<file path="config.mk">
export PLATFORM = sky130hd
export DESIGN_NAME = lsu_mem_if
export DESIGN_NICKNAME = d
export VERILOG_FILES = /design/src/rtl/lsu_mem_if.sv
export SDC_FILE = /design/constraint.sdc
export NUM_CORES = 1
export LEC_CHECK = 0
export CAP_MARGIN = 0
export CORE_ASPECT_RATIO = 0.75
export CORE_MARGIN = 4
export CORE_UTILIZATION = 38
export DETAILED_ROUTE_END_ITERATION = 10
export PLACE_DENSITY_LB_ADDON = 0.05
export SYNTH_ARGS = -nofsm -noshare
export SYNTH_HDL_FRONTEND = slang
export SYNTH_SLANG_ARGS = --single-unit
</file>
<file path="constraint.sdc">
create_clock -name clk -period 6 [get_ports clk]
set_input_delay 0.6 -clock clk [delete_from_list [all_inputs] [get_ports clk]]
set_output_delay 0.6 -clock clk [all_outputs]
set_load 0.01 [all_outputs]
</file>
<file path="src/rtl/lsu_mem_if.sv">
// MEM-stage load/store unit: the initiator side of a req/gnt + rvalid data-memory port.
// Places stores on byte lanes, extends loads, flags bad accesses and times out a silent memory.
module lsu_mem_if #(
    parameter int TIMEOUT = 64
) (
    input  logic        clk,
    input  logic        rst_n,
    input  logic [31:0] result_EX_MEM,
    input  logic [31:0] Write_Data_EX_MEM,
    input  logic        Mem_Write_EX_MEM,
    input  logic        Mem_Read_EX_MEM,
    input  logic [2:0]  funct3_EX_MEM,
    output logic [31:0] Read_Data,
    output logic        stall,
    output logic        misaligned,
    output logic        bus_err,
    output logic        mem_req,
    output logic        mem_we,
    output logic [31:0] mem_addr,
    output logic [3:0]  mem_be,
    output logic [31:0] mem_wdata,
    input  logic        mem_gnt,
    input  logic        mem_rvalid,
    input  logic [31:0] mem_rdata
);
    localparam int CW = $clog2(TIMEOUT + 1);
    localparam logic [CW-1:0] CNT_LAST = CW'(TIMEOUT - 1);

    typedef enum logic [1:0] {IDLE, REQ, WAIT_R, DONE} state_t;

    state_t        state;
    state_t        state_nxt;
    logic [CW-1:0] cnt;
    logic          access;
    logic          illegal;
    logic          timeout;
    logic [1:0]    off;
    logic [31:0]   rdata_shift;
    logic [7:0]    ld_byte;
    logic [15:0]   ld_half;
    logic [31:0]   load_ext;

    assign access     = Mem_Read_EX_MEM | Mem_Write_EX_MEM;
    assign off        = result_EX_MEM[1:0];
    assign misaligned = access & illegal;
    assign stall      = access & ~misaligned & (state != DONE);
    assign mem_req    = (state == REQ);
    assign mem_we     = Mem_Write_EX_MEM;
    assign mem_addr   = {result_EX_MEM[31:2], 2'b00};

    // Stores have no unsigned variants, so any funct3 with bit 2 set is illegal for a write.
    always_comb begin
        illegal = 1'b0;
        case (funct3_EX_MEM)
            3'b001, 3'b101:         illegal = off[0];
            3'b010:                 illegal = (off != 2'b00);
            3'b011, 3'b110, 3'b111: illegal = 1'b1;
            default:                illegal = 1'b0;
        endcase
        if (Mem_Write_EX_MEM && funct3_EX_MEM[2]) begin
            illegal = 1'b1;
        end
    end

    always_comb begin
        mem_be    = 4'b1111;
        mem_wdata = Write_Data_EX_MEM;
        case (funct3_EX_MEM[1:0])
            2'b00: begin
                mem_be    = 4'b0001 << off;
                mem_wdata = {4{Write_Data_EX_MEM[7:0]}};
            end
            2'b01: begin
                mem_be    = off[1] ? 4'b1100 : 4'b0011;
                mem_wdata = {2{Write_Data_EX_MEM[15:0]}};
            end
            default: begin
            end
        endcase
    end

    assign rdata_shift = mem_rdata >> {off, 3'b000};
    assign ld_byte     = rdata_shift[7:0];
    assign ld_half     = off[1] ? mem_rdata[31:16] : mem_rdata[15:0];

    always_comb begin
        load_ext = mem_rdata;
        case (funct3_EX_MEM)
            3'b000:  load_ext = {{24{ld_byte[7]}}, ld_byte};
            3'b001:  load_ext = {{16{ld_half[15]}}, ld_half};
            3'b100:  load_ext = {24'd0, ld_byte};
            3'b101:  load_ext = {16'd0, ld_half};
            default: load_ext = mem_rdata;
        endcase
    end

    // A grant or rvalid in the final watchdog cycle takes priority over the timeout.
    always_comb begin
        state_nxt = state;
        timeout   = 1'b0;
        case (state)
            IDLE: begin
                if (access && !illegal) begin
                    state_nxt = REQ;
                end
            end
            REQ: begin
                if (mem_gnt) begin
                    state_nxt = Mem_Write_EX_MEM ? DONE : WAIT_R;
                end else if (cnt == CNT_LAST) begin
                    timeout   = 1'b1;
                    state_nxt = DONE;
                end
            end
            WAIT_R: begin
                if (mem_rvalid) begin
                    state_nxt = DONE;
                end else if (cnt == CNT_LAST) begin
                    timeout   = 1'b1;
                    state_nxt = DONE;
                end
            end
            default: state_nxt = IDLE;
        endcase
    end

    always_ff @(posedge clk or negedge rst_n) begin
        if (!rst_n) begin
            state     <= IDLE;
            cnt       <= '0;
            bus_err   <= 1'b0;
            Read_Data <= '0;
        end else begin
            state   <= state_nxt;
            bus_err <= timeout;
            if (state == REQ || state == WAIT_R) begin
                cnt <= cnt + CW'(1);
            end else begin
                cnt <= '0;
            end
            if (state == WAIT_R && mem_rvalid) begin
                Read_Data <= load_ext;
            end else if (timeout && Mem_Read_EX_MEM) begin
                Read_Data <= '0;
            end
        end
    end

endmodule

</file>
Word level (Yosys, flattened, before mapping)
Index checks and enable logic that the tools add are counted.
{"block": "op_classes", "add_sub_neg": 1, "multipliers": 0, "n_div": 0, "n_lt_le_gt_ge": 0, "eq_ne": 13, "shifts": 2, "mux": 20, "n_bitwise": 5, "reduce_logical": 13}
{"cell": "one-hot mux 32 bit (4 select lines)", "n": 1}
{"cell": "two-way mux 32 bit", "n": 2}
{"cell": "one-hot mux 32 bit (2 select lines)", "n": 1}
{"cell": ">> shifter 32 x 5 -> 8 bit", "n": 1}
{"cell": "two-way mux 16 bit", "n": 1}
{"cell": "== test 3 bit (second input constant)", "n": 4}
{"cell": "two-way mux 2 bit", "n": 4}
{"cell": "one-hot mux 4 bit (2 select lines)", "n": 1}
{"cell": "adder 7 x 1 -> 7 bit (second input constant)", "n": 1}
{"cell": "== test 7 x 6 -> 1 bit (second input constant)", "n": 1}
{"cell": "two-way mux 7 bit", "n": 1}
{"cell": "== test 3 x 2 -> 1 bit (second input constant)", "n": 2}
{"cell": "one-hot mux 2 bit (3 select lines)", "n": 1}
{"cell": "two-way mux 1 bit", "n": 5}
{"cell": "== test 2 x 1 -> 1 bit (second input constant)", "n": 2}
{"cell": "logical AND 1 bit", "n": 4}
{"cell": "zero test 2 bit", "n": 2}
{"cell": "two-way mux 4 bit", "n": 1}
{"cell": "inequality test 2 bit (second input constant)", "n": 2}
{"cell": "nonzero test 2 bit", "n": 2}
{"cell": "<< shifter 1 x 2 -> 4 bit (first input constant)", "n": 1}
{"cell": "bitwise AND 1 bit", "n": 3}
{"cell": "== test 3 x 1 -> 1 bit (second input constant)", "n": 1}
{"cell": "zero test 3 bit", "n": 1}
{"cell": "other kinds (9)", "n": 9}
{"block": "totals", "ff_bits": 42, "latch_bits": 0, "mem_bits_rw": 0, "romBits": 0, "in_bits": 105, "elab_cells": 58, "mem_count": 0}

Depth between registers and ports, before layout
Gate-level depths: netlist (run 1).
{"block": "depth", "word_depth": 8, "depth_mapped": 7}

Least setup slack after synthesis (run 1)
OpenSTA, ideal clock, no wires.
{"block": "synth_timing", "kind": "in2out", "from": "input funct3_EX_MEM[0]", "to": "output mem_wdata[24]", "arrival_time_ns": 1.740, "required_ns": 5.400, "slack_ns": 3.660, "stages": 5, "cell_sequence": "clkbuf_1 -> buf_2 -> buf_2 -> mux2i_1 -> o21ai_0"}
{"block": "synth_via", "elab_chain_cells": 2}
{"element": "start, declared", "line": "12", "text": "input logic [2:0] funct3_EX_MEM,"}
{"element": "== test 2 x 1 -> 1 bit or zero test 2 bit (tied branches)", "line": "68", "text": "case (funct3_EX_MEM[1:0])"}
{"element": "one-hot mux 32 bit (2 select lines) *", "line": "68"}
{"element": "end, declared", "line": "21", "text": "output logic [31:0] mem_wdata,"}
Every way passes the cells marked *; elsewhere a longest branch is shown, timed or not.

Worst setup path in the final report (run 1)
{"block": "layout_timing", "from": "input result_EX_MEM[1]", "to": "output mem_be[0]"}
{"block": "layout_via", "elab_chain_cells": 2}
{"element": "start, declared", "line": "8", "text": "input logic [31:0] result_EX_MEM,"}
{"element": "two-way mux 4 bit or << shifter 1 x 2 -> 4 bit (tied branches)", "line": "74, 70"}
{"element": "one-hot mux 4 bit (2 select lines) *", "line": "68"}
{"element": "end, declared", "line": "20", "text": "output logic [3:0] mem_be,"}
Marks and branches as above.

==> summary.txt, run 1 <==
Routing
  • First-iteration detailed-routing DRC count: approximately 150
  • Residual DRC: 0
  • Post-Route WL: 9.797 mm
  • Via count: roughly 2700
  • Wirelength per Cell: 19.36 um
  • Final ANT Viol Nets: 0
  • DRT Pass-1 Iters: 4
  • Routed vias/inst: between 5 and 6

STA
  • Period utilization: approximately 57%
  • Final Hold Viols: 0
  • Final Skew: approximately 0.01 ns
  • Setup TNS: 0 ns
  • RSZ-0062 raised after global routing: false
  • Worst-margin pin slew: 0.9753 ns
  • Count of final setup violators: 0
  • Pins Over Slew Limit: 0
  • Max_slew headroom: 34.98%
  • Fmax: 0.2941 GHz
  • Period minus WS final: 3.401 ns

Global routing
  • Largest net degree at the start of global routing: 59
  • First-pass GRT wire length: 15.38 mm
  • GRT Total Usage: a little over a fifth
  • Initial antenna violation count: 0
  • Global route total overflow: 0
  • Vias in the first global route: 2795

Yosys
  • Flops & latches, synth: 42
  • Number of synthesized flops with an enable pin: 0
  • Synth warn: 0
  • Synth Area per Inst: between 9 and 10 um2
  • Post-synthesis cell area: 2987 um2
  • Asr flop ratio synth: 100.0%
  • Post-synthesis adder-cell area fraction: 2.095%
  • Area leader, netlist: dfrtp_1
  • Compound-Gate Fraction of Synth Area: 18.81%
  • Main flop type after synthesis: dfrtp_1
  • Largest family of logic cells by synthesized area: compound AO/OA/AOI/OAI gates
  • Cells after Synth: about 310
  • Mux contribution to synthesized area: 13.91%
  • Synth top area share: 35.19%
  • Sequential share of the synthesized area: 35.19%
  • Yosys cell types: 43
  • Post-Synth XOR/XNOR Area: 1.173%
  • Top post-synthesis cells by area: dfrtp_1 (35%), buf_4 (10%), mux2_2 (9.0%)
  • Simple-gate portion of the synthesized area: 14.41%

CTS
  • Root buf cell: clkbuf_8
  • Hold_buf cts: 0
  • Post CTS Setup Buffer Count: 0
  • Clock buffer depth: 2
  • Latest clock arrival within the worst-skew pair: 0.31 ns
  • Clock sinks: 42
  • Htree depth: 2
  • Clock-pin transition on the worst setup and hold timing paths: 0.09 ns
  • CTS tree: done
  • Post-CTS sizing: 0
  • CTS buffer count: 5

Critical path
  • Startpoint class of the critical path: primary input
  • Crit path DAT: 2.80 ns
  • Worst setup path class: primary input to output port
  • Critical-path maximum fanout: 15
  • Critical Path RT: roughly 5.4 ns
  • Worst setup EP type: output port

Floorplanning
  • Row count: 27
  • Core area: 7500 um2
  • Die X: 110.4 um
  • Io pins: 210
  • Die height: 84.78 um
  • Die footprint: about 9400 um2
  • Initial Utilization: 39.82%

Outcome
  • Status: finished clean

Cells and area
  • N_diodes: 0
  • Layout cells sized above 1: about a tenth
  • Area Growth Syn to Fin: 43.86%
  • NumNets Final: 514
  • Final instance area: 4297 um2

Worst hold path
  • Worst Hold Class: primary input to asynchronous set/reset pin

Flow run
  • MaxCap Viol Count: 0

Power
  • Leakage: 1.735 nW
  • Worst IR Drop VDD: 0.2365 mV
  • Pwr/cell area: 307.7 nW/um2

Placement
  • Final GP Congestion: 0.7728
  • PortBufs: 147
  • Detailed Place HPWL: 7.485 mm
  • Placed cell areas: 4207 um2
==> sequential cells by signal, summed over array words and instances (netlist names) <==
register / count
Read_Data: 32
bus_err: 1
cnt: 7
state: 2
==> cell usage after synthesis, drive strengths merged (2+ instances only) <==
library cell	number
nor2	15
and3	2
nor4	3
nand2	23
o2bb2ai	8
o21bai	2
inv	7
a221o	24
and2	6
o22ai	3
a221oi	2
a21oi	9
ha	5
nand2b	12
nand3b	7
mux2i	11
o21ai	9
mux2	24
o221ai	7
clkbuf	10
nand3	5
nor3	5
dfrtp	42
buf	50
xnor2	3
==> metal layers <==
layer,up-vias,wire length (um),share of wire [%],global-route usage [%]
li1,1276,-,-,-
met1,1262,4615,47,29.48
met2,95,4374,45,32.10
met3,29,693,7.1,5.842
met4,0,112,1.1,4.251
met5,-,0,0,0
==> path summary, 6_finish.rpt <==
kind                       cells after the start       endpoint  slack (ns)             start
setup / recovery                               5      mem_be[0]        2.60  result_EX_MEM[1]
hold / removal                                 1  Read_Data[26]        0.44             rst_n
setup reg to reg                               7  Read_Data[10]        3.50          state[0]
hold reg to reg                                1  Read_Data[15]        0.49     Read_Data[15]
max in group asynchronous                      1         cnt[6]        4.94             rst_n
min in group clk                               1  Read_Data[15]        0.49     Read_Data[15]
==> area by class of cell <==
class / instances / area (um2)
inverter: 7 / 26.28
clock buffer: 5 / 68.82
tap: 101 / 126.4
clock inverter: 3 / 21.27
fill: 693 / 3203
multi-input combinational: 198 / 1519
sequential: 42 / 1051
timing repair buffer: 150 / 1484
==> report_power, final <==
part	internal [mW]	switching, mW	leakage, nW
clock	0.0819	0.109	0.0441
sequential	0.392	0.0764	0.539
combinational	0.392	0.271	1.15
total	0.865	0.457	1.74
==> cells in the final DEF (no fill, tap or decap), drive strengths merged, types with 7 or more instances in the layout <==
master         count
a21oi              9
nand3b             7
o21ai              9
mux2              24
o2bb2ai            8
o221ai             7
a221o             24
dfrtp             42
nor2              15
clkdlybuf4s50    145
mux2i             11
inv                7
nand2             23
nand2b            12
==> logic make-up (layout without fill, tap and decap cells) <==
logic type               Yosys count  after routing
adder cells (fa/ha/maj)            5              5
flip-flops                        42             42
buffers and inverters             67            165
other                              1              2
AND/OR/NAND/NOR                   81             81
AO/OA/AOI/OAI                     70             70
multiplexers                      36             36
XOR/XNOR                           4              4
==> metrics by stage <==
step | power, mW | hold WS [ns] | cells | util, % | worst slack, ns
3_3_place_gp | 1.131 | 0.4632 | 498 | 56.09 | 2.690
4_1_cts | 1.333 | 0.4866 | 506 | 57.29 | 2.613
5_1_grt | 1.407 | 0.5182 | 506 | 57.29 | 2.478
2_1_floorplan | 0.7942 | 0.3044 | 307 | - | 3.660
3_5_place_dp | 1.135 | 0.4673 | 498 | 56.09 | 2.623
6_report | 1.322 | 0.4401 | 506 | 57.29 | 2.599
==> critical path, cell delays in order <==
cell             delay [ns]
clkdlybuf4s50_1        0.91
inv_1                  0.13
a21oi_1                0.55
inv_1                  0.09
clkdlybuf4s50_1        0.52
Power figures use the tool's default switching activity.
==> run 2, diff against run 1 <==
CORE_UTILIZATION = 32   (was 38)
clock period = 2.76 ns   (was 6 ns; I/O delays follow)
==> run 2 against run 1 <==
Against the previous run:
- core utilization down 8.4 points
- first-iteration DRC count down 17%
- sequential share of layout area down 0.79 points
- power is 130% higher
- clock skew is 0.0067 ns lower
- global-route usage is 3.3 points lower
- register-to-register slack got worse by 3.0 ns
==> summary.txt, run 2 (synthesis results as in run 1) <==
CTS
  • Htree depth: 2 (unchanged)
  • CTS tree: done
  • Clock buffer depth: 2 (unchanged)
  • Post-CTS sizing: 0 (unchanged)
  • CTS buffer count: 5 (unchanged)
  • Latest clock arrival within the worst-skew pair: 0.28 ns (-0.03 ns)
  • Hold_buf cts: 0 (unchanged)
  • Clock sinks: 42 (unchanged)
  • Root buf cell: clkbuf_16
  • Clock-pin transition on the worst setup and hold timing paths: 0.06 ns (-0.03 ns)
  • Post CTS Setup Buffer Count: 0 (unchanged)

Routing
  • First-iteration detailed-routing DRC count: 125 (-17%)
  • Post-Route WL: 9.800 mm (about the same)
  • Routed vias/inst: 4.959 (-5.7%)
  • Residual DRC: 0 (unchanged)
  • Wirelength per Cell: 18.18 um (-6.1%)
  • DRT Pass-1 Iters: 4 (unchanged)
  • Final ANT Viol Nets: 0 (unchanged)
  • Via count: 2673 (+0.41%)

Cells and area
  • Max reg flops: 32 (unchanged)
  • Most frequent cells in the layout: clkdlybuf4s50_1 (145), dfrtp_1 (42), mux2_2 (24), a221o_1 (24), nand2_1 (23)
  • Biggest regs: Read_Data (32), cnt (7), state (2)
  • Layout cells sized above 1: 11.92% (+1.3 points)
  • Most common cell after layout, fill and taps aside: clkdlybuf4s50_1
  • Area Growth Syn to Fin: 48.64%
  • Sequential Area: 1051 um2 (unchanged)
  • NumNets Final: 522 (+1.6%)
  • Multi-input gate area: 1519 um2 (unchanged)
  • Fin cells: 539 (+6.5%)
  • N_diodes: 0 (unchanged)
  • Top reg by flops: Read_Data
  • Final instance area: 4439 um2 (+3.3%)
  • Fill cell count: 872 (+26%)

STA
  • Pins Over Slew Limit: 0 (unchanged)
  • Fmax: 0.4364 GHz
  • PnR worst setup slack: 0.4687 ns (-2.131 ns)
  • Period minus WS final: 2.291 ns
  • Setup TNS: 0 ns (unchanged)
  • Count of final setup violators: 0 (unchanged)
  • Final Skew: 0.003195 ns (-0.006742 ns)
  • RSZ-0062 raised after global routing: false
  • Period utilization: slightly above 80%
  • Max_slew headroom: 35.47% (+0.50 points)
  • Final Hold Viols: 0 (unchanged)
  • Worst-margin pin slew: 0.9607 ns (-0.01464 ns)

Critical path
  • Crit path to: stall
  • Reg-to-Reg End: Read_Data[14]
  • CP Launch Point: result_EX_MEM[0]
  • Crit path DAT: 2.02 ns (-0.78 ns)
  • Startpoint class of the critical path: primary input
  • Worst setup EP type: output port
  • Critical-path top delay cell: clkdlybuf4s50_1
  • Critical Path RT: 2.48 ns (-2.92 ns)
  • Critical path's most frequent cell: clkdlybuf4s50_1
  • Worst-case register-to-register setup slack: 0.54 ns (-2.96 ns)
  • Reg2reg start: state[0]
  • Critical Path Max Stage Delay: 0.54 ns (-0.37 ns)
  • Crit path cell chain: clkdlybuf4s50_1 > a221oi_1 > o22ai_1 > nor2_1 > clkdlybuf4s50_1
  • Critical-path maximum fanout: 6 (-9)
  • R2r worst-path depth: 7 (unchanged)
  • Worst setup path class: primary input to output port

Floorplanning
  • Die X: 119.6 um (+8.3%)
  • Initial Utilization: 32.88% (-6.9 points)
  • Row count: 30 (+11%)
  • Die height: 91.67 um (+8.1%)
  • Core area: 9084 um2 (+21%)
  • Die footprint: 10960 um2 (+17%)
  • Io pins: 210 (unchanged)

Global routing
  • First-pass GRT wire length: 15.52 mm (+0.90%)
  • GRT Total Usage: 17.63% (-3.3 points)
  • Global route total overflow: 0 (unchanged)
  • Vias in the first global route: 2811 (+0.57%)
  • Largest net degree at the start of global routing: 43 (-27%)
  • Initial antenna violation count: 0 (unchanged)

Placement
  • Pre-CTS setup slack: 0.3513 ns (-2.272 ns)
  • Placed cell areas: 4300 um2 (+2.2%)
  • Placed Instances: 533 (+7.0%)
  • Final GP Congestion: 0.8852 (+15%)
  • Detailed Place HPWL: 7.684 mm (+2.7%)
  • PortBufs: 147 (unchanged)

Power
  • Total power: 3.052 mW (+130%)
  • Worst IR Drop VDD: 0.3577 mV (+51%)
  • Leakage: 1.798 nW (+3.6%)
  • Pwr/cell area: 687.4 nW/um2 (+120%)

Outcome
  • Status: finished clean

Flow run
  • MaxCap Viol Count: 0 (unchanged)

Worst hold path
  • Worst Hold Class: primary input to asynchronous set/reset pin
-- run 2: power breakdown --
part	internal, mW	switching (mW)
sequential	0.854	0.167
clock	0.350	0.222
combinational	0.865	0.596
total	2.07	0.984
-- run 2: worst min path at each step --
| stage | slack, ns | depth (start not counted) | endpoint | start |
|---|---|---|---|---|
| finish | 0.15 | 1 | Read_Data[29] | rst_n |
| global route | 0.26 | 1 | Read_Data[29] | rst_n |
| CTS | 0.20 | 1 | Read_Data[29] | rst_n |
| detailed placement | 0.48 | 1 | Read_Data[15] | Read_Data[15] |
| global placement | 0.47 | 1 | Read_Data[15] | Read_Data[15] |
| floorplan | -0.02 | 0 | Read_Data[0] | rst_n |
-- run 2: area by class of cell --
| type | instances | area share (%) |
|---|---|---|
| clock buffers | 6 | 3.129 |
| inverters | 7 | 0.5919 |
| multi-input cells | 198 | 34.22 |
| flip-flops and latches | 42 | 23.68 |
| well taps | 128 | 3.608 |
| repair buffers | 158 | 34.78 |
-- run 2: routing by layer --
layer,GRT usage (%),wire length [um]
met1,26.05,4845
met2,25.99,4246
met3,4.254,616
met4,4.004,91
met5,0,0
-- run 2: stage by stage --
stage	hold slack, ns	utilization (%)
after floorplan	-0.01959	-
after global placement	0.4663	47.34
after detailed placement	0.4764	47.34
after CTS	0.1975	48.87
after global routing	0.2575	48.87
final	0.1485	48.87
-- run 2: worst max-delay path: cells and delay by family --
kind	cells	cell delay [ns]
AOI/OAI and AO/OA	2	0.56
buffers and inverters	2	1.07
and+or+nand+nor	1	0.11
==> run 3, diff against run 2 <==
CORE_UTILIZATION = 36   (was 32)
clock period = 2.2 ns   (was 2.76 ns; I/O delays follow)
==> run 3 against run 2 <==
Against the previous run:
- critical endpoint unchanged
- setup slack lost 0.40 ns
- final cell count shrank 2.0%
- core utilization grew 7.5 points
- first-iteration DRC count shrank 1.6%
- die area shrank 10%
- clock skew grew 0.0062 ns
- largest cell class unchanged
==> summary.txt, run 3 (synthesis results as in run 1) <==
Power
  • Pwr/cell area: 839.6 nW/um2 (+22%)
  • Total power: 3.781 mW (+24%)
  • Worst IR Drop VDD: 0.4677 mV (+31%)
  • Leakage: 1.865 nW (+3.7%)

Floorplanning
  • Die X: 113.2 um (-5.3%)
  • Die footprint: 9833 um2 (-10%)
  • Row count: 28 (-6.7%)
  • Die height: 86.88 um (-5.2%)
  • Io pins: 210 (unchanged)
  • Core area: 7988 um2 (-12%)
  • Initial Utilization: 37.39% (+4.5 points)

Critical path
  • Critical-path top delay cell: clkdlybuf4s50_1
  • Worst setup path class: primary input to output port
  • Critical Path Max Stage Delay: 0.55 ns (about the same)
  • Startpoint class of the critical path: primary input
  • Crit path DAT: 1.91 ns (-0.11 ns)
  • Worst setup EP type: output port
  • Critical-path maximum fanout: 3 (-3)
  • Critical path's most frequent cell: clkdlybuf4s50_1
  • Critical Path RT: 1.98 ns (-0.50 ns)
  • Crit path cell chain: clkdlybuf4s50_1 > nor4_2 > o22ai_1 > nor2_1 > clkdlybuf4s50_1

Global routing
  • First-pass GRT wire length: 15.19 mm (-2.1%)
  • Vias in the first global route: 2812 (+0.036%)
  • Initial antenna violation count: 0 (unchanged)
  • Largest net degree at the start of global routing: 33 (-23%)
  • GRT Total Usage: 19.23% (+1.6 points)
  • Global route total overflow: 0 (unchanged)

CTS
  • Post CTS Setup Buffer Count: 0 (unchanged)
  • Clock-pin transition on the worst setup and hold timing paths: 0.09 ns (+0.03 ns)
  • CTS buffer count: 5 (unchanged)
  • Clock buffer depth: 2 (unchanged)
  • Root buf cell: clkbuf_8
  • Clock sinks: 42 (unchanged)
  • CTS tree: done
  • Htree depth: 2 (unchanged)
  • Latest clock arrival within the worst-skew pair: 0.30 ns (+0.02 ns)

STA
  • Final Hold Viols: 0 (unchanged)
  • Fmax: 0.4696 GHz
  • Period utilization: 96.80%
  • Max_slew headroom: 39.54% (+4.1 points)
  • Count of final setup violators: 0 (unchanged)
  • Worst-margin pin slew: 0.9001 ns (-0.06057 ns)
  • Final Skew: 0.009346 ns (+0.006152 ns)
  • Period minus WS final: 2.130 ns
  • Pins Over Slew Limit: 0 (unchanged)
  • Final hold slack: 0.3401 ns (+0.1916 ns)

Cells and area
  • Most common cell after layout, fill and taps aside: clkdlybuf4s50_1
  • Top reg by flops: Read_Data
  • Utilization after layout: 56.38% (+7.5 points)
  • Fin cells: 528 (-2.0%)
  • Area Growth Syn to Fin: 50.78%
  • Final instance area: 4503 um2 (+1.4%)
  • NumNets Final: 532 (+1.9%)
  • Fill cell count: 744 (-15%)
  • N_diodes: 0 (unchanged)
  • Most frequent cells in the layout: clkdlybuf4s50_1 (142), dfrtp_1 (42), mux2_2 (24), a221o_1 (24), nand2_1 (23)
  • Biggest regs: Read_Data (32), cnt (7), state (2)
  • Layout cells sized above 1: 14.89% (+3.0 points)
  • Max reg flops: 32 (unchanged)

Routing
  • Post-Route WL: 9.651 mm (-1.5%)
  • Routed vias/inst: 5.214 (+5.1%)
  • Residual DRC: 0 (unchanged)
  • First-iteration detailed-routing DRC count: 123 (-1.6%)
  • Wirelength per Cell: 18.28 um (+0.53%)
  • DRT Pass-1 Iters: 4 (unchanged)
  • Via count: 2753 (+3.0%)
  • Final ANT Viol Nets: 0 (unchanged)

Outcome
  • Status: finished clean

Placement
  • Final GP Congestion: 0.8462 (-4.4%)
  • Placed Instances: 519 (-2.6%)
  • Detailed Place HPWL: 7.810 mm (+1.6%)
  • PortBufs: 147 (unchanged)
  • Placed cell areas: 4352 um2 (+1.2%)

Worst hold path
  • Worst Hold Class: primary input to asynchronous set/reset pin

Flow run
  • MaxCap Viol Count: 0 (unchanged)
[run 3: cell count changes in the layout (fill, tap and decap cells not counted), sizes merged]
cell and delta:
clkdlybuf4s50 -3, clkinvlp +2, buf +9, dlymetal6s2s +3
dlygate4sd3 +1, bufinv +1, clkbuf -1
[run 3: final cells by class]
type,count,area (um2),share of cell area [%]
Timing Repair Buffer,168,1645,36.54
Clock inverter,3,45.04,1.000
Clock buffer,5,68.82,1.528
Sequential cell,42,1051,23.34
Tap cell,105,131.4,2.917
Multi-Input combinational cell,198,1535,34.09
Inverter,7,26.28,0.5835
[run 3: power breakdown]
group	total, mW	internal (mW)	switching [mW]	leakage (nW)
clock	0.628	0.338	0.290	0.0504
sequential	1.28	1.07	0.209	0.539
combinational	1.88	1.12	0.755	1.28
[run 3: metrics by stage]
stage / setup TNS, ns / worst slack, ns
4_1_cts: -0.02678 / -0.02678
2_1_floorplan: 0 / 0.2690
5_1_grt: -0.01002 / -0.01002
3_3_place_gp: -0.01795 / -0.01795
6_report: 0 / 0.07031
3_5_place_dp: -0.01717 / -0.009348
[run 3: critical path, delay by kind of cell]
kind,cells,cell delay (ns)
AOI/OAI and AO/OA,1,0.17
and+or+nand+nor,2,0.51
buffers and inverters,2,1.02
[run 3: repair_timing]
item                       in CTS  in global routing
setup endpoints to repair       2                  8
pin swaps                       0                  2
gates resized for setup         1                  6
hold buffers                    1                  0
hold endpoints to repair       12                  0
[run 3: final timing paths]
| path | slack, ns | startpoint | cells past startpoint | to |
|---|---|---|---|---|
| hold reg to reg | 0.49 | Read_Data[15] | 1 | Read_Data[15] |
| setup reg to reg | 0.20 | state[0] | 7 | Read_Data[13] |
| hold / removal | 0.34 | rst_n | 2 | Read_Data[30] |
| setup / recovery | 0.07 | funct3_EX_MEM[2] | 5 | stall |
| min in group clk | 0.44 | result_EX_MEM[10] | 0 | mem_addr[10] |
| max in group asynchronous | 1.32 | rst_n | 3 | Read_Data[5] |
[run 3: layer usage]
metal / GRT usage (%) / up-vias / wire length (um)
met5: 0 / - / 0
met4: 3.166 / 0 / 78
met3: 5.000 / 18 / 658
met2: 28.98 / 114 / 4304
met1: 28.26 / 1308 / 4610
li1: - / 1313 / -
==> edit 1, RTL diff (config.mk and constraints of run 3) <==
Set the parameter `TIMEOUT` to 32 (it was 64).
--- a/src/rtl/lsu_mem_if.sv
+++ b/src/rtl/lsu_mem_if.sv
@@ -1,7 +1,7 @@
 // MEM-stage load/store unit: the initiator side of a req/gnt + rvalid data-memory port.
 // Places stores on byte lanes, extends loads, flags bad accesses and times out a silent memory.
 module lsu_mem_if #(
-    parameter int TIMEOUT = 64
+    parameter int TIMEOUT = 32
 ) (
     input  logic        clk,
     input  logic        rst_n,
Function: same outputs for any inputs over 10 cycles, from zero or initial values and one cycle with rst_n low; that may be too few to reach the edited logic, so the function may still have changed.
==> edit 1 against run 3 <==
Sequential cell count decreased by 1. Cell area fell by 1.7%. Routed wire length increased by 0.57%. Count of clock-buffer cells in the layout grew 1. Utilization is 2.4 points higher. Die area decreased by 3.5%. Total power down 2.2%. Clock power decreased by 14%. Fmax grew 1.7%. Worst setup slack gained 0.035 ns. Area after synthesis fell by 3.9%.
==> edit 1: results (changes against run 3) <==
Status
  • Status: completed

Synthesis
  • Distinct cells, synth: 42 (-2.3%)
  • Post-Synth XOR/XNOR Area: 1.22% (+0.047 points)
  • Post-Synth Adder-Cell Area: 2.18% (+0.084 points)
  • Synth Area in Compound Gates: 20.8% (+2.0 points)
  • Synth cell count leaders: buf_4, dfrtp_1, nand2_1
  • Post-synthesis mux area share: 13.4% (-0.53 points)

Finish
  • Layout cell share with drive strength beyond 1: 14.2% (-0.71 points)
  • Fillers: 666 (-10%)
  • Area delta synth->final: 54.2%

Placed design
  • Cell Area, Placed: 4270 um2 (-1.8%)
  • Setup WS pre-CTS: -0.120 ns (-0.111 ns)

Drt
  • Met2 WL post-DR: 4370 um (+1.5%)
  • Via density: 5.30 (+1.6%)
  • Metal3 WL: 1160 um (+76%)
  • DR iter-0 viols: 148 (+20%)
  • WL met1: 4080 um (-12%)

Pwr
  • Leakage power: 1.86 nW (-0.22%)
  • NetSw: 1.24 mW (-0.73%)

Global route
  • Met3 Use GR: 9.34% (+4.3 points)
  • Global-route wire length before repair: 15500 um (+2.0%)
  • Met1 Use GR: 25.9% (-2.4 points)
  • Vias in the first global route: 2874 (+2.2%)

Timing
  • Skew final: 0.00812 ns (-0.00122 ns)
  • Worst hold slack: 0.407 ns (+0.0668 ns)

Worst setup path
  • Crit Path Max Fanout: 4 (+1)
edit 1: cell count changes after synthesis, sizes merged, moves of 3 or more:
| cell | delta |
|---|---|
| nand3b | -7 |
| mux2i | +6 |
| nand3 | -3 |
| nor2 | -7 |
| nor2b | +8 |
| nor3 | -3 |
| nand2 | -3 |
| a221o | -6 |
| o22ai | +6 |
| nand2b | -5 |
| mux2 | -7 |
| a22o | +7 |
edit 1: worst max path at each step:
stage	startpoint	to	slack (ns)	cells after the start
2_1_floorplan	state[1]$_DFFE_PN0P_	Read_Data[27]$_DFFE_PN0P_	0.36	7
3_3_place_gp	result_EX_MEM[1]	Read_Data[20]$_DFFE_PN0P_	-0.06	6
3_5_place_dp	result_EX_MEM[1]	Read_Data[30]$_DFFE_PN0P_	-0.12	5
4_1_cts	funct3_EX_MEM[0]	stall	0.007	5
5_1_grt	result_EX_MEM[0]	stall	0.03	5
6_report	result_EX_MEM[0]	stall	0.11	5
edit 1: power groups by stage:
stage / Clock, mW / Sequential [mW] / Combinational, mW
2_1_floorplan: 0 / 1.35 / 0.800
3_3_place_gp: 0 / 1.26 / 1.90
3_5_place_dp: 0 / 1.25 / 1.91
4_1_cts: 0.563 / 1.25 / 1.93
5_1_grt: 0.590 / 1.29 / 2.07
6_report: 0.541 / 1.25 / 1.91
edit 1: layout make-up:
cell class                      instances  area share, %
Sequential cell                        41           23.2
Timing Repair Buffer                  172           38.2
Inverter                                7          0.594
Tap cell                              101           2.85
Clock inverter                          2          0.311
Clock buffer                            6           1.87
Multi-Input combinational cell        188           33.0
edit 1: metrics by stage:
step                      cells  power (mW)  setup TNS (ns)
after global placement      507        3.16           -1.31
after CTS                   516        3.74               0
final                       517        3.70               0
after detailed placement    507        3.17           -1.95
after global routing        517        3.95               0
after floorplan             294        2.15               0
==> edit 2, RTL diff (flow settings as in run 3) <==
Made on the original files. Put one more register stage on the output `bus_err`, with the module's reset. The value now appears one clock later. The other outputs are not delayed to match.
--- a/src/rtl/lsu_mem_if.sv
+++ b/src/rtl/lsu_mem_if.sv
@@ -27,6 +27,8 @@
     localparam logic [CW-1:0] CNT_LAST = CW'(TIMEOUT - 1);
 
     typedef enum logic [1:0] {IDLE, REQ, WAIT_R, DONE} state_t;
+
+    logic bus_err_s0;
 
     state_t        state;
     state_t        state_nxt;
@@ -128,11 +130,11 @@
         if (!rst_n) begin
             state     <= IDLE;
             cnt       <= '0;
-            bus_err   <= 1'b0;
+            bus_err_s0 <= 1'b0;
             Read_Data <= '0;
         end else begin
             state   <= state_nxt;
-            bus_err <= timeout;
+            bus_err_s0 <= timeout;
             if (state == REQ || state == WAIT_R) begin
                 cnt <= cnt + CW'(1);
             end else begin
@@ -146,5 +148,13 @@
         end
     end
 
+    always_ff @(posedge clk or negedge rst_n) begin
+        if (!rst_n) begin
+            bus_err <= '0;
+        end else begin
+            bus_err <= bus_err_s0;
+        end
+    end
+
 endmodule
 
Formal check against the unedited RTL: no difference found for any inputs over 10 cycles, from zero or initial values and one cycle with rst_n low; that may be too few to reach the edited logic, so the function may still have changed.
==> edit 2 against run 3 <==
Register-to-register slack better by 0.02 ns. Sequential share of layout area is 0.22 points higher. Total power decreased by 4.1%. Via count rose by 0.73%. Routed wire length down 5.2%. Worst setup slack improved by 0.0082 ns. Area after synthesis up 0.54%. Cell area increased by 1.4%. Sequential cell count up 1. Critical path type unchanged. Largest cell class unchanged. Largest power group unchanged.
==> edit 2: results (changes against run 3) <==
Synthesis
  • Synth warnings: 0 (unchanged)
  • Ranking of synthesized cells by area: dfrtp_1, buf_4, mux2_2
  • Distinct cells, synth: 46 (+7.0%)
  • Async set-reset flop share out of synthesis: 100% (unchanged)
  • Seq/Total Area, Yosys: 35.8% (+0.64 points)
  • Cells after Synth: 313 (+2.3%)
  • Synth cell count leaders: dfrtp_1, buf_4, o21ai_0

Clock network
  • H-Tree Depth: 2 (unchanged)
  • Clk buf depth: 2 (unchanged)
  • Clock latency on the worst-skew pair: around 0.29 ns
  • CTS Root Cell: clkbuf_8
  • Worst-path clk slew: about 0.08 ns
  • CTS Buf Count: 5 (unchanged)

Min path
  • Hold wc startpoint: bus_err_s0$_DFF_PN0_
  • Min-delay worst type: flop to flop

Worst setup path
  • Crit path DAT: about 1.9 ns
  • Crit Path Max Fanout: 14 (+11)
  • CP Launch Point: funct3_EX_MEM[1]
  • Reg2reg start: state[0]$_DFFE_PN0P_

Timing
  • Skew final: 0.00728 ns (-0.00207 ns)
  • Slew @ Worst Pin: 1.00 ns (+0.100 ns)

Placed design
  • RD Place Congestion: 0.813 (-3.9%)
  • Cell Area, Placed: 4440 um2 (+2.1%)
  • IO buf count: 147 (unchanged)
  • Placed instance count: 534 (+2.9%)
  • HPWL after detailed placement: 7280 um (-6.8%)

Finish
  • Largest registers: Read_Data x32, cnt x7, state x2
  • Final net count: 547 (+2.8%)
  • Layout cell share with drive strength beyond 1: 13.7% (-1.2 points)
  • # diodes: 0 (unchanged)
  • Finished Layout Cells: 543 (+2.8%)

Global route
  • Global-route wire length before repair: 14500 um (-4.8%)
  • Vias in the first global route: 2876 (+2.3%)
  • Largest net degree at the start of global routing: 33 (unchanged)
  • Gr usage total: 18.1% (-1.1 points)
  • Initial antenna violation count: 0 (unchanged)

Drt
  • DR iter-0 viols: 203 (+65%)
  • Via density: 5.11 (-2.1%)
  • Drt wl/cell: 16.8 um (-7.8%)
  • First-pass iteration count of the detailed router: 4 (unchanged)

Job
  • Maximum capacitance violations: 0 (unchanged)

Status
  • Status: completed

Pwr
  • Leakage power: 2.03 nW (+8.9%)
  • IR Drop Worst-Case VDD: 457 uV (-2.2%)
## edit 2: changes by cell type in the layout (fill, tap and decap cells not counted), sizes merged, moves of 8 or more
cell | before | now
a221o | 24 | 16
inv | 7 | 17
a31oi | 0 | 8
o21ai | 9 | 18
a21o | 1 | 9
nand2b | 12 | 3
## edit 2: per-stage QoR
step | worst slack (ns) | TNS, ns | hold WS, ns
after floorplan | 0.321 | 0 | -0.0756
after global placement | -0.119 | -2.06 | 0.198
after detailed placement | -0.183 | -3.09 | 0.201
after CTS | 0.0262 | 0 | 0.365
after global routing | 0.00483 | 0 | 0.373
final | 0.0785 | 0 | 0.358
## edit 2: final cells by class
type | instances | area (um2)
clock buffers | 6 | 72.6
clock inverters | 2 | 12.5
flip-flops and latches | 43 | 1080
fillers | 726 | 3420
inverters | 17 | 63.8
repair buffers | 176 | 1710
well taps | 105 | 131
multi-input cells | 194 | 1510
## edit 2: cell families (layout without fill, tap and decap cells)
family / count (synthesis) / in the layout / share of synthesized area, %
flops: 43 / 43 / 35.8
buf+inv: 77 / 201 / 15.1
simple gates: 60 / 60 / 10.5
xor+xnor: 3 / 3 / 0.875
other cells: 1 / 2 / 0.125
mux: 34 / 34 / 12.5
compound gates: 90 / 90 / 23.0
fa+ha+maj: 5 / 5 / 2.08
## edit 2: path summary, 6_finish.rpt
kind,endpoint,slack [ns],depth (start not counted)
min reg2reg,bus_err$_DFF_PN0_,0.36,0
max in group asynchronous,cnt[4]$_DFF_PN0_,1.24,3
max reg2reg,Read_Data[28]$_DFFE_PN0P_,0.22,7
min,bus_err$_DFF_PN0_,0.36,0
min in group asynchronous,Read_Data[21]$_DFFE_PN0P_,0.40,2
max,mem_be[0],0.08,6
## edit 2: layer usage
layer,vias to the layer above,GRT usage [%],wire length [um]
met4,0,4.91,174
met2,95,28.2,4260
li1,1360,-,-
met5,-,0,0
met1,1296,24.8,4140
met3,22,5.07,574
## edit 2: worst max-delay path: stages
cell and delay, ns:
clkdlybuf4s50_1 0.56, buf_4 0.25, buf_4 0.19, a21oi_1 0.07, inv_1 0.06, clkdlybuf4s50_1 0.55
## edit 2: power breakdown
| group | switching [mW] | internal, mW | total (mW) |
|---|---|---|---|
| Clock | 0.270 | 0.222 | 0.493 |
| Sequential | 0.198 | 1.08 | 1.28 |
| Combinational | 0.745 | 1.10 | 1.85 |
## edit 2: repair_timing
| action | in CTS | in global routing |
|---|---|---|
| resized for setup | 4 | 4 |
| hold buffers | 1 | 0 |
| setup buffers | 0 | 0 |
| setup endpoints to repair | 13 | 16 |
| pin swaps | 0 | 1 |
| endpoints found under the hold margin | 19 | 0 |
